===== src/rtl/color_pkg.sv =====
// rtl/color_pkg.sv - pixel color type and named colors
package color_pkg;

  typedef struct packed {
    logic [3:0] r;
    logic [3:0] g;
    logic [3:0] b;
  } rgb_t;

  localparam rgb_t BLACK = '0;

endpackage


===== src/rtl/display_pkg.sv =====
// rtl/display_pkg.sv - display geometry and background renderer configuration
package display_pkg;

  localparam int H_ACTIVE     = 640;
  localparam int V_ACTIVE     = 480;
  localparam int N_LAYERS_DEF = 4;
  localparam int STEP_W_DEF   = 4;

  // Renderer configuration as latched at a frame boundary.
  typedef struct packed {
    logic [N_LAYERS_DEF-1:0] mask;
    logic [STEP_W_DEF-1:0]   step;
    logic                    pause;
  } bg_cfg_t;

endpackage


===== src/rtl/layer_priority_mux.sv =====
// rtl/layer_priority_mux.sv - first-one select over layer enables, index 0 wins
module layer_priority_mux
  import color_pkg::*;
#(
  parameter int N  = 4,
  parameter int LW = (N > 1) ? $clog2(N) : 1
) (
  input  logic [N-1:0]  en,
  input  rgb_t [N-1:0]  colors,
  output rgb_t          color,
  output logic [LW-1:0] idx,
  output logic          hit
);

  // Scan from the lowest priority up so the lowest enabled index is the last writer.
  always_comb begin
    color = BLACK;
    idx   = '0;
    hit   = 1'b0;
    for (int i = N - 1; i >= 0; i--) begin
      if (en[i]) begin
        color = colors[i];
        idx   = LW'(i);
        hit   = 1'b1;
      end
    end
  end

endmodule


===== src/rtl/bg_layer_sequencer.sv =====
// rtl/bg_layer_sequencer.sv - frame-synchronous scroll/config control and layer compositor
module bg_layer_sequencer
  import color_pkg::*;
#(
  parameter int                N_LAYERS   = 4,
  parameter int                H_ACTIVE   = display_pkg::H_ACTIVE,
  parameter int                STEP_W     = 4,
  parameter logic [N_LAYERS-1:0] RESET_MASK = '1,
  parameter int                LW         = (N_LAYERS > 1) ? $clog2(N_LAYERS) : 1
) (
  input  logic                clk,
  input  logic                rst_n,
  input  logic [9:0]          x,
  input  logic [9:0]          y,
  input  logic                de,
  input  logic                vsync,
  output logic [9:0]          x_scr,
  input  logic [N_LAYERS-1:0] layer_en,
  input  rgb_t [N_LAYERS-1:0] layer_color,
  input  logic                cfg_valid,
  output logic                cfg_ready,
  input  logic [N_LAYERS-1:0] cfg_mask,
  input  logic [STEP_W-1:0]   cfg_step,
  input  logic                cfg_pause,
  output logic [9:0]          scroll_x,
  output logic [15:0]         frame_cnt,
  output rgb_t                out_color,
  output logic                out_de,
  output logic [LW-1:0]       out_layer,
  output logic                out_hit
);

  display_pkg::bg_cfg_t active_q, active_d, shadow_q, shadow_d;
  logic                 vsync_q, vsync_d, pending_q, pending_d;
  logic [9:0]           scroll_q, scroll_d;
  logic [15:0]          frame_q, frame_d;
  logic                 tick, cfg_accept;
  logic [10:0]          x_sum, s_sum;

  logic [N_LAYERS-1:0]  en_s1_q, en_s1_d;
  rgb_t [N_LAYERS-1:0]  col_s1_q, col_s1_d;
  logic                 de_s1_q, de_s1_d;
  rgb_t                 out_color_q, out_color_d, mux_color;
  logic [LW-1:0]        out_layer_q, out_layer_d, mux_idx;
  logic                 out_de_q, out_de_d, out_hit_q, out_hit_d, mux_hit;

  // y is carried for renderer alignment only; nothing here depends on it.
  logic unused_y;
  assign unused_y = ^y;

  assign tick       = vsync & ~vsync_q;
  assign cfg_ready  = ~pending_q;
  assign cfg_accept = cfg_valid & ~pending_q;
  assign scroll_x   = scroll_q;
  assign frame_cnt  = frame_q;

  // Scrolled x for the renderers: one conditional subtract wraps into the visible range.
  always_comb begin
    x_sum = {1'b0, x} + {1'b0, scroll_q};
    x_scr = (x_sum >= 11'(H_ACTIVE)) ? 10'(x_sum - 11'(H_ACTIVE)) : x_sum[9:0];
  end

  // Frame-boundary logic: shadow capture, scroll advance with the old config, then config swap.
  always_comb begin
    vsync_d   = vsync;
    scroll_d  = scroll_q;
    frame_d   = frame_q;
    active_d  = active_q;
    shadow_d  = shadow_q;
    pending_d = pending_q;
    s_sum     = {1'b0, scroll_q} + 11'(active_q.step);
    if (cfg_accept) begin
      shadow_d  = '{mask: cfg_mask, step: cfg_step, pause: cfg_pause};
      pending_d = 1'b1;
    end
    if (tick) begin
      frame_d = frame_q + 16'd1;
      if (!active_q.pause) begin
        scroll_d = (s_sum >= 11'(H_ACTIVE)) ? 10'(s_sum - 11'(H_ACTIVE)) : s_sum[9:0];
      end
      if (pending_q) begin
        active_d  = shadow_q;
        pending_d = 1'b0;
      end
    end
  end

  layer_priority_mux #(.N(N_LAYERS), .LW(LW)) u_mux (
    .en     (en_s1_q),
    .colors (col_s1_q),
    .color  (mux_color),
    .idx    (mux_idx),
    .hit    (mux_hit)
  );

  // Two-stage compositor: S1 masks and aligns, S2 registers the winning layer.
  always_comb begin
    en_s1_d     = layer_en & active_q.mask;
    col_s1_d    = layer_color;
    de_s1_d     = de;
    out_de_d    = de_s1_q;
    out_color_d = BLACK;
    out_layer_d = '0;
    out_hit_d   = 1'b0;
    if (de_s1_q && mux_hit) begin
      out_color_d = mux_color;
      out_layer_d = mux_idx;
      out_hit_d   = 1'b1;
    end
  end

  // State registers; reset aborts any pixels in flight immediately.
  always_ff @(posedge clk or negedge rst_n) begin
    if (!rst_n) begin
      vsync_q     <= 1'b0;
      scroll_q    <= '0;
      frame_q     <= '0;
      active_q    <= '{mask: RESET_MASK, step: '0, pause: 1'b0};
      shadow_q    <= '0;
      pending_q   <= 1'b0;
      en_s1_q     <= '0;
      col_s1_q    <= '0;
      de_s1_q     <= 1'b0;
      out_color_q <= BLACK;
      out_de_q    <= 1'b0;
      out_layer_q <= '0;
      out_hit_q   <= 1'b0;
    end else begin
      vsync_q     <= vsync_d;
      scroll_q    <= scroll_d;
      frame_q     <= frame_d;
      active_q    <= active_d;
      shadow_q    <= shadow_d;
      pending_q   <= pending_d;
      en_s1_q     <= en_s1_d;
      col_s1_q    <= col_s1_d;
      de_s1_q     <= de_s1_d;
      out_color_q <= out_color_d;
      out_de_q    <= out_de_d;
      out_layer_q <= out_layer_d;
      out_hit_q   <= out_hit_d;
    end
  end

  assign out_color = out_color_q;
  assign out_de    = out_de_q;
  assign out_layer = out_layer_q;
  assign out_hit   = out_hit_q;

endmodule

===== config.mk =====
export PLATFORM = sky130hd
export DESIGN_NAME = bg_layer_sequencer
export DESIGN_NICKNAME = d
export VERILOG_FILES = /design/src/rtl/color_pkg.sv /design/src/rtl/display_pkg.sv /design/src/rtl/layer_priority_mux.sv /design/src/rtl/bg_layer_sequencer.sv
export SDC_FILE = /design/constraint.sdc
export NUM_CORES = 1
export LEC_CHECK = 0
export CAP_MARGIN = 20
export CORE_ASPECT_RATIO = 1.25
export CORE_MARGIN = 1.5
export CORE_UTILIZATION = 40
export DETAILED_ROUTE_END_ITERATION = 6
export PLACE_DENSITY = 0.71
export RECOVER_POWER = 100
export SLEW_MARGIN = 10
export SYNTH_ARGS = -nofsm -noshare
export SYNTH_HDL_FRONTEND = slang
export SYNTH_HIERARCHICAL = 1
export SYNTH_SLANG_ARGS = --single-unit
export TNS_END_PERCENT = 100

===== constraint.sdc =====
create_clock -name clk -period 6.5 [get_ports clk]
set_clock_uncertainty 0.1 [all_clocks]
set_input_delay 1.3 -clock clk [delete_from_list [all_inputs] [get_ports clk]]
set_output_delay 1.3 -clock clk [all_outputs]
set_load 0.02 [all_outputs]

==> results, run 1 <==
- The run finished, with violations left.
- The final reports fail on capacitance limit, slew limit.
- Across all layers, the routed design uses roughly 3900 vias.
- The number of nets still failing antenna checks after routing is 0.
- Summing all multi-input logic gate instances after layout gives 0.002043 sq mm.
- The worst relative slew slack is -1.025.
- By startpoint and endpoint, the worst setup path is classified as in -> out.
- STA classifies the critical path endpoint as an output port.
- The root buffer cell chosen for the clock tree is sky130_fd_sc_hd__clkbuf_16.
- Derived from the worst setup path, the maximum achievable clock frequency is 0.1610 GHz.
- For met2 alone, demand over resource in global routing was 0.3588.
- The die area is 0.01336 sq mm.
- The clock latency at the later pin of the worst-skew pair is 0.41 ns.
- For this run, the total global-route usage over all layers was measured as 0.2010.
- The total leakage power is between 0.003 and 0.004 uW.
- The detailed-placement wirelength estimate is 8.953 mm.
- The initialized floorplan defines 45 standard-cell rows.
- The internal cell power is 2080 uW.
- The fill cell instance count of the final layout is 1052.
- The via count normalized by instance count is between 5 and 6.
- Data on the critical path is required at its endpoint by 5.10 ns.
- The worst hold path belongs to the class reg -> reg.
- Of the synthesized area, sequential elements account for 0.5689.
- For this block, the routed nets add up to 12.54 mm of wire.
- For this run the aggregate overflow at the end of global routing stands at 0.
- The initial antenna violation count was 2.
- The first routing iteration left 170 violations.
- The fraction of power consumed by combinational cells is 0.408.
- The worst voltage drop across the vdd grid is 270.7 uV.
- The floorplan step set the die width to 103.7 microns.
- The number of max-slew violations in the final report was roughly 60.
- The distinct cell type count of the synthesized netlist is 65.
- For this run, the detailed router's first-pass iteration total came to 5.
- The number of nets in the layout is between 600 and 700.
- The design draws 3291 uW.
- The number of global-route vias before repair came to between 4000 and 5000.
- The first global-routing pass estimated 20.51 mm of wire.
- Entering global routing, the biggest net connects 59 pins.
- The met1 usage is 0.2215.
- The most used routing layer in global routing is met2.
- The total area inside the core boundary comes to between 0.01 and 0.015 sq mm.
- Post-CTS timing repair inserted 0 buffers for setup.
- The cell area after synthesis is 0.005067 sq mm.
- Pin placement for this block handled around 140 I/O pins.
- After synthesis, the share of flip-flops with an asynchronous set or reset is 1.000.
- The analysis attributes to net switching a power of 1211 uW.
- The initial utilization of the core area, before any placement, comes to 0.4128.
- The count of input and output buffers is between 100 and 150.
- The H-tree depth is 4.
- Clock-pin slew was measured on the worst setup and hold paths at 0.05 ns.
- The synthesized design contains 0 enable-type register cells.
- The predominant post-synthesis flop cell is sky130_fd_sc_hd__dfrtp_1.
- The switching share of total power is 0.3678.
- The net count of the mapped netlist is 526.
- The yosys synthesis warning count is 6.
- TritonCTS created 17 clock buffers.
- The critical path data arrival time is 4.81 ns.
- Setup repair after global routing left no endpoint under its margin.
- The weighted congestion reported at the end of routability-driven placement is 0.8923.
- The pin slew with the least headroom to its limit is just over 3 ns.
- The worst setup path is launched from an input pin.
- The final instance area is 0.007131 sq mm.
- After detailed routing, the number of remaining DRC violations is 0.
- The number of buffers inserted by hold repair at cts is 0.
- The share of final-layout standard cells stronger than drive strength 1 is 0.1394.
- In this run the power density over the cells is 461.5 mW/mm^2.
- The largest fanout of any net on the critical path is 4.
- The worst path needs 6.211 ns of the cycle, external delays included.
- Of the total power, the clock network draws 0.294.
- Setup violations remaining at the end of the flow were counted as 0.
- TritonCTS built the clock tree.
- Counting every sink on the clock net gives 115.
- Counting flops and latches in the post-synthesis netlist gives approximately 120.
- Averaged over all synthesized cells, the footprint is 12.04 sq um.
- For met3 alone, demand over resource in global routing was 0.06434.
- The average routed wire per standard cell is 16.95 microns.
- The number of max-cap violations is 1.
- The worst-case clock buffer depth is 2.
- The die extent in y is 128.8 microns.
- The signed area change from the synthesized netlist to the final layout is 40.72%.
- In the synthesized netlist, the number of instances is between 400 and 500.
- The relative contribution of sequential cells to total power is 0.298.
- The number of hold violations in the final report is 0.
- Registers take 0.002883 sq mm.
- Of the available clock period, the critical path in the final layout requires 0.9555.
- The placed instance area is 0.006523 sq mm.
-- cell usage after synthesis, drive strengths merged, types with 7 or more instances --
cell type | instances | area share
inv | 11 | 0.0081
dfrtp | 111 | 0.55
xnor2 | 15 | 0.026
buf | 7 | 0.012
xor2 | 17 | 0.029
a22oi | 10 | 0.015
and3 | 19 | 0.023
mux2 | 19 | 0.042
ha | 17 | 0.042
o22ai | 12 | 0.015
nand2 | 31 | 0.024
clkbuf | 9 | 0.0072
nor2 | 19 | 0.014
nand3 | 12 | 0.012
a21oi | 24 | 0.025
-- worst max-delay path, cell delays in order --
cell and delay [ns]:
sky130_fd_sc_hd__clkdlybuf4s50_1 0.41, sky130_fd_sc_hd__ha_1 0.22, sky130_fd_sc_hd__fa_1 0.39, sky130_fd_sc_hd__a21oi_1 0.20
sky130_fd_sc_hd__o211ai_1 0.14, sky130_fd_sc_hd__a31oi_1 0.21, sky130_fd_sc_hd__xor2_1 0.22, sky130_fd_sc_hd__ha_1 0.24
sky130_fd_sc_hd__inv_1 0.07, sky130_fd_sc_hd__a21o_1 0.18, sky130_fd_sc_hd__a221o_1 0.36, sky130_fd_sc_hd__a311oi_2 0.35
sky130_fd_sc_hd__mux2i_1 0.24, sky130_fd_sc_hd__a41o_1 0.11, sky130_fd_sc_hd__clkbuf_2 0.16
-- worst paths after layout --
check	endpoint	slack, ns	start	depth (start not counted)
max	x_scr[8]	0.29	x[0]	15
min	frame_cnt[15]	0.37	frame_cnt[15]	1
max reg2reg	scroll_x[8]	2.84	scroll_x[0]	12
min reg2reg	frame_cnt[15]	0.37	frame_cnt[15]	1
max in group asynchronous	col_s1_q[36]	1.90	rst_n	2
min in group asynchronous	out_de	1.77	rst_n	1
-- final cells by class --
class	instances	area share
Timing Repair Buffer	137	0.1865
Tap cell	164	0.02878
Clock buffer	19	0.06352
Antenna cell	2	0.0007019
Inverter	11	0.005790
Clock inverter	13	0.02386
Sequential cell	115	0.4043
Multi-Input combinational cell	279	0.2865
-- state kept, by name (all words and copies together), names as in the netlist --
signal,cells
out_hit,1
out_de,1
vsync_q,1
pending_q,1
col_s1_q,48
scroll_x,10
shadow_q,9
en_s1_q,4
active_q,9
out_color,12
frame_cnt,16
out_layer,2
de_s1_q,1
-- per-layer routing --
layer  wire [microns]  up-vias
met5                0        -
met4              219        0
met3              723       20
met2             6693      111
met1             4903     1941
li1                 -     1799
-- metrics by stage --
step,hold WS [ns],worst slack [ns],util,cells,setup TNS [ns]
floorplan,0.3155,0.7765,-,421,0
global placement,0.3644,-0.04854,0.5314,706,-0.06864
detailed placement,0.3670,-0.1263,0.5314,706,-0.2479
CTS,0.3780,0.1352,0.5820,738,0
global route,0.3950,0.06630,0.5807,739,0
finish,0.3678,0.2892,0.5809,740,0
-- kinds of logic after synthesis --
| logic type | count (synthesis) | synth area share |
|---|---|---|
| buffers and inverters | 27 | 0.02716 |
| flip-flops | 115 | 0.5689 |
| multiplexers | 21 | 0.04617 |
| AO/OA/AOI/OAI | 89 | 0.1257 |
| adder cells (fa/ha/maj) | 19 | 0.04988 |
| XOR/XNOR | 32 | 0.05531 |
| AND/OR/NAND/NOR | 118 | 0.1269 |
-- cell usage in the layout, fill, tap and decap left out, types with 4 or more instances in the layout --
cell type                         count
sky130_fd_sc_hd__buf_4                8
sky130_fd_sc_hd__o22ai_1             12
sky130_fd_sc_hd__dfstp_2              4
sky130_fd_sc_hd__a22oi_1             10
sky130_fd_sc_hd__nand3_1             12
sky130_fd_sc_hd__o21ai_0              5
sky130_fd_sc_hd__inv_6                5
sky130_fd_sc_hd__and3_1              19
sky130_fd_sc_hd__dlygate4sd3_1      102
sky130_fd_sc_hd__xor2_1              17
sky130_fd_sc_hd__xnor2_1             15
sky130_fd_sc_hd__inv_1               11
sky130_fd_sc_hd__nor2_1              19
sky130_fd_sc_hd__nand2b_1             5
sky130_fd_sc_hd__nand2_1             29
sky130_fd_sc_hd__mux2_2              19
sky130_fd_sc_hd__and2_0               5
sky130_fd_sc_hd__o211ai_1             5
sky130_fd_sc_hd__nor2b_1              4
sky130_fd_sc_hd__a21oi_1             22
sky130_fd_sc_hd__clkbuf_16           17
sky130_fd_sc_hd__clkdlybuf4s50_1     23
sky130_fd_sc_hd__ha_1                17
sky130_fd_sc_hd__dfrtp_1            111
sky130_fd_sc_hd__a21o_1               5
-- power groups by stage --
stage          clock, uW  sequential (uW)  combinational, uW
5_1_grt             1020             1010               1460
2_1_floorplan          0             1030                820
3_3_place_gp           0              991               1380
4_1_cts              989              988               1400
3_5_place_dp           0              998               1410
6_report             968              980               1340
-- timing repair --
item                       4_1_cts  5_1_grt
resized for setup                2        7
cloned                           0        0
setup endpoints to repair        2        2
(Power assumes the default switching activity.)
==> run 2, diff against run 1 <==
--- a/config.mk
+++ b/config.mk
@@ -10,6 +10,7 @@
 export CORE_MARGIN = 1.5
 export CORE_UTILIZATION = 40
 export DETAILED_ROUTE_END_ITERATION = 6
+export MAX_ROUTING_LAYER = met4
 export PLACE_DENSITY = 0.71
 export RECOVER_POWER = 100
 export SLEW_MARGIN = 10
==> results, run 2 <==
- The H-tree depth came to 4 (unchanged).
- The number of global-route vias before repair is 3950 (-2.2%).
- The kind of pin the worst path terminates on is a primary output.
- The number of sinks handled by clock tree synthesis is 115 (unchanged).
- The number of buffers inserted by hold repair at cts came to 0 (unchanged).
- The pin count of the biggest net entering global routing is 63 (+6.8%).
- The total routing resource utilization after global routing is 0.2059 (+0.004889).
- The overall overflow remaining after global route was 0 (unchanged).
- By count the netlist is led by sky130_fd_sc_hd__dfrtp_1, sky130_fd_sc_hd__nand2_1, sky130_fd_sc_hd__a21oi_1.
- After global-route timing repair, the worst endpoint was x_scr[7].
- The dominant cell type by area after synthesis is sky130_fd_sc_hd__dfrtp_1.
- The die extent in y was 128.8 microns (unchanged).
- The net count of the mapped netlist is 526 (unchanged).
- The distinct cell type count of the synthesized netlist is 65 (unchanged).
- The total of flip-flops plus latches after synthesis is 115 (unchanged).
- The count of standard-cell rows was 45 (unchanged).
- The predominant post-synthesis flop cell is sky130_fd_sc_hd__dfrtp_1.
- The weighted congestion reported at the end of routability-driven placement is 0.8705 (-2.4%).
- The number of synthesized flops with an enable pin was 0 (unchanged).
- The async set or reset register ratio after synthesis came to 1.000 (unchanged).
- The count of boundary I/O pins is 139 (unchanged).
- The cell area after synthesis is 0.005067 sq mm (unchanged).
- The initial antenna violation count is 1 (-1).
- The stage where the run came to a stop is 5_2_route.
- The post-synthesis area per instance came to 12.04 sq um (unchanged).
- The flow did not finish.
- The number of buffers created by CTS is 17 (unchanged).
- The die width came to 103.7 microns (unchanged).
- The most common cell in the netlist is sky130_fd_sc_hd__dfrtp_1.
- The count of input and output buffers was 128 (unchanged).
- The starting utilization of the core area is 0.4128 (unchanged).
- The tool reported: "[ERROR DRT-0255] Maze Route cannot find path of net clk in worker of routeBox ( 96600 0 ) ( 103670 48300 )".
- By area the synthesized netlist is led by sky130_fd_sc_hd__dfrtp_1, sky130_fd_sc_hd__mux2_2, sky130_fd_sc_hd__ha_1.
- The share of Yosys cell area claimed by the top area cell type was 0.5481 (unchanged).
- The yosys synthesis warning count came to 6 (unchanged).
- The detailed-placement wirelength estimate is 8.936 mm (-0.19%).
- The root buffer cell chosen for the clock tree is sky130_fd_sc_hd__clkbuf_16.
- The first-pass GRT wire length came to 20.38 mm (-0.67%).
- The worst-case clock buffer depth is 2 (unchanged).
- The proportion of synthesized chip area in sequential cells is 0.5689 (unchanged).
- The post-synthesis cell count was 421 (unchanged).
[run 2: cell counts after synthesis]
Identical to the previous run, type by type.
[run 2: what timing repair did]
item	in CTS	in global routing
gates resized for setup	3	9
endpoints found under the setup margin	2	2
pin swaps	1	2
setup buffers	1	0
[run 2: logic make-up after synthesis]
group	Yosys count	share of synthesized area
adder cells (fa/ha/maj)	19	0.04988
AO/OA/AOI/OAI	89	0.1257
AND/OR/NAND/NOR	118	0.1269
flip-flops	115	0.5689
multiplexers	21	0.04617
buffers and inverters	27	0.02716
XOR/XNOR	32	0.05531
[run 2: metal layers]
metal / GRT usage
met5: -
met4: 0.08905
met3: 0.05876
met2: 0.3463
met1: 0.2305
[run 2: metrics by stage]
step / setup WS [ns] / std cells / hold slack (ns) / setup TNS, ns / cell area, sq um
floorplan: 0.7765 / 421 / 0.3155 / 0 / 5067
global placement: -0.05984 / 706 / 0.3640 / -0.09130 / 6523
detailed placement: -0.1431 / 706 / 0.3746 / -0.2522 / 6523
CTS: 0.01472 / 739 / 0.3853 / 0 / 7146
global route: 0.01369 / 740 / 0.4043 / 0 / 7144
==> run 3, diff against run 2 <==
--- a/config.mk
+++ b/config.mk
@@ -6,12 +6,10 @@
 export NUM_CORES = 1
 export LEC_CHECK = 0
 export CAP_MARGIN = 20
-export CORE_ASPECT_RATIO = 1.25
 export CORE_MARGIN = 1.5
-export CORE_UTILIZATION = 40
+export CORE_UTILIZATION = 25
 export DETAILED_ROUTE_END_ITERATION = 6
-export MAX_ROUTING_LAYER = met4
-export PLACE_DENSITY = 0.71
+export PLACE_DENSITY_LB_ADDON = 0.15
 export RECOVER_POWER = 100
 export SLEW_MARGIN = 10
 export SYNTH_ARGS = -nofsm -noshare
==> results, run 3 (synthesized netlist as in run 1, its figures left out) <==
- The flow ran to the end, but the final reports show violations.
- The final reports fail on capacitance limit, slew limit.
- The total routing resource utilization after global routing is 0.1317 (-0.07415).
- STA classifies the critical path startpoint as an input pin.
- The setup path with the least slack is of type in -> out.
- In the layout the commonest cells are sky130_fd_sc_hd__dfrtp_1, sky130_fd_sc_hd__dlygate4sd3_1, sky130_fd_sc_hd__nand2_1.
- The clock period minus worst slack is 6.197 ns.
- The launching element of the worst setup path is x[0].
- On the worst path, the slowest cell contributes a delay of 0.40 ns.
- Wires add up to 13.28 mm.
- The CTS tree is yes.
- Of the available clock period, the critical path in the final layout requires 0.9534.
- The first detailed-routing pass took 4 iterations.
- The die area is 0.02113 sq mm.
- The analysis attributes to cell leakage a power of about 0.0032 uW.
- The number of setup violations in the final report is 0.
- Max-cap violations in this run came to 2.
- The number of global-route vias before repair was 3869 (-2.1%).
- The overall overflow remaining after global route is 0 (unchanged).
- The share of final-layout standard cells stronger than drive strength 1 is 0.1409.
- The critical path goes through clkdlybuf4s50_1 -> ha_1 -> fa_2 -> a21oi_2 -> o211ai_1 -> a31oi_1 -> xor2_1 -> ha_2 -> inv_1 -> a21o_1 -> a221o_1 -> a311oi_2 -> buf_4 -> mux2i_1 -> a41o_1 -> clkbuf_2.
- The weighted congestion reported at the end of routability-driven placement is 0.8307 (-4.6%).
- The kind of capture point of the worst setup path is an output port.
- Along the worst path, the maximum fanout reaches 6.
- Clock-pin slew was measured on the worst setup and hold paths at 0.06 ns.
- STA puts the critical path data arrival time at 4.80 ns.
- The via count normalized by instance count is 4.461.
- The number of buffers created by CTS was 17 (unchanged).
- The count of placed standard cells including taps is 807 (+14%).
- In this run the tightest slew margin relative to its limit is -0.9070.
- For the pin with the worst max-slew slack, the measured transition is ~2.9 ns.
- The cell count of the worst reg-to-reg path is 12.
- The number of buffers inserted by hold repair at cts is 0 (unchanged).
- The register-to-register path setup slack is 3.04 ns.
- The starting utilization of the core area is 0.2578 (-0.1550).
- The finished layout holds 840 standard cells, fillers aside.
- The detailed-placement wirelength estimate came to 9.439 mm (+5.6%).
- The H-tree depth is 4 (unchanged).
- The final antenna diode count is 0.
- The worst reg2reg path endpoint is scroll_x[8].
- Dividing total power by cell area gives a power density of 460.1 mW/mm^2.
- In the routed design, unresolved DRC markers number 0.
- The clock latency at the later pin of the worst-skew pair is 0.41 ns.
- At the worst endpoint, the required time is roughly 5.1 ns.
- The first-pass GRT wire length is 21.42 mm (+5.1%).
- In this run the clock root is driven by a sky130_fd_sc_hd__clkbuf_16.
- The fill cell instance count of the final layout is 1977.
- The number of sinks handled by clock tree synthesis is 115 (unchanged).
- The die extent in y is 145.4 microns (+13%).
- The count of boundary I/O pins is 139 (unchanged).
- The worst reg2reg path startpoint is scroll_x[0].
- The tightest min-delay check is of the reg -> reg type.
- The most common library cell in the layout ignoring fill and taps is sky130_fd_sc_hd__dfrtp_1.
- The die width is 145.4 microns (+40%).
- The number of max-slew violations in the final report is 118.
- The worst-case clock buffer depth came to 2 (unchanged).
- On the critical path, the stage with the largest delay is an instance of sky130_fd_sc_hd__clkdlybuf4s50_1.
- In the final routed layout, each cell accounts on average for 15.81 microns.
- The number of nets in the layout is 668.
- The achievable frequency is 0.1614 GHz.
- The summed negative setup slack over all endpoints is 0 ns.
- The initial antenna violation count is 0 (-1).
- The multi-input combinational cell area is 0.002048 sq mm.
- More flip-flops sit in one register than any other, and that register is col_s1_q.
- The detailed router's first-iteration violation count is 173.
- The area growth from synthesis to layout is 43.90%.
- VDD sags by at most between 200 and 250 uV.
- The count of standard-cell rows came to 51 (+13%).
- The number of hold violations in the final report is 0.
- The count of nets left with antenna violations once routing finished came out at 0.
- The capture point of the critical path is x_scr[8].
- In the final layout, flip-flops and latches occupy roughly 0.0029 sq mm.
- Setup repair after global routing left no endpoint under its margin.
- The core region is 0.01965 sq mm.
- The pin count of the biggest net entering global routing is 65 (+3.2%).
- The count of input and output buffers was 128 (unchanged).
- The number of flip-flops in the largest register is 48.
- The detailed-route via count is 3747.
run 3: area by class of cell:
cell class	count	area share
timing repair buffer	139	0.1850
sequential	115	0.3953
inverter	11	0.005662
tap	265	0.04547
multi-input combinational	279	0.2809
clock buffer	19	0.05937
clock inverter	12	0.02831
run 3: how the worst min path moves through the flow:
stage                        startpoint             to  slack (ns)  cells after the start
after floorplan                 de_s1_q         out_de        0.32                      0
after global placement    frame_cnt[15]  frame_cnt[15]        0.36                      1
after detailed placement  frame_cnt[15]  frame_cnt[15]        0.37                      1
after CTS                 frame_cnt[15]  frame_cnt[15]        0.37                      1
after global routing      frame_cnt[15]  frame_cnt[15]        0.37                      1
final                     frame_cnt[15]  frame_cnt[15]        0.36                      1
run 3: layer usage:
| metal | track usage | share of wire |
|---|---|---|
| met1 | 0.1704 | 0.46 |
| met3 | 0.04169 | 0.041 |
| met5 | 0 | 0 |
| met2 | 0.2069 | 0.48 |
| met4 | 0.04745 | 0.018 |
run 3: worst max-delay path, delay by kind of cell:
family                   cells  cell delay (ns)
XOR/XNOR                     1             0.21
buffers and inverters        4             0.81
multiplexers                 1             0.19
AO/OA/AOI/OAI                7             1.44
adder cells (fa/ha/maj)      3             0.86
run 3: timing repair:
item	CTS	global route
setup endpoints to repair	2	2
buffers inserted	1	0
pin swaps	1	2
resized for setup	4	6
run 3: where the power goes:
part	switching (uW)	internal (uW)
Clock	332	680
Sequential	139	852
Combinational	736	615
run 3: through the flow:
stage                       util  total power (uW)  hold WS [ns]  worst slack, ns  instance area (sq um)
final                     0.3710              3355        0.3615           0.3030                   7292
after global placement    0.3383              2411        0.3634          -0.2353                   6649
after detailed placement  0.3383              2427        0.3659          -0.2985                   6649
after global routing      0.3710              3580        0.3749          0.05093                   7292
after floorplan                -              1855        0.3155           0.7765                   5067
after CTS                 0.3714              3461        0.3737          0.06810                   7300
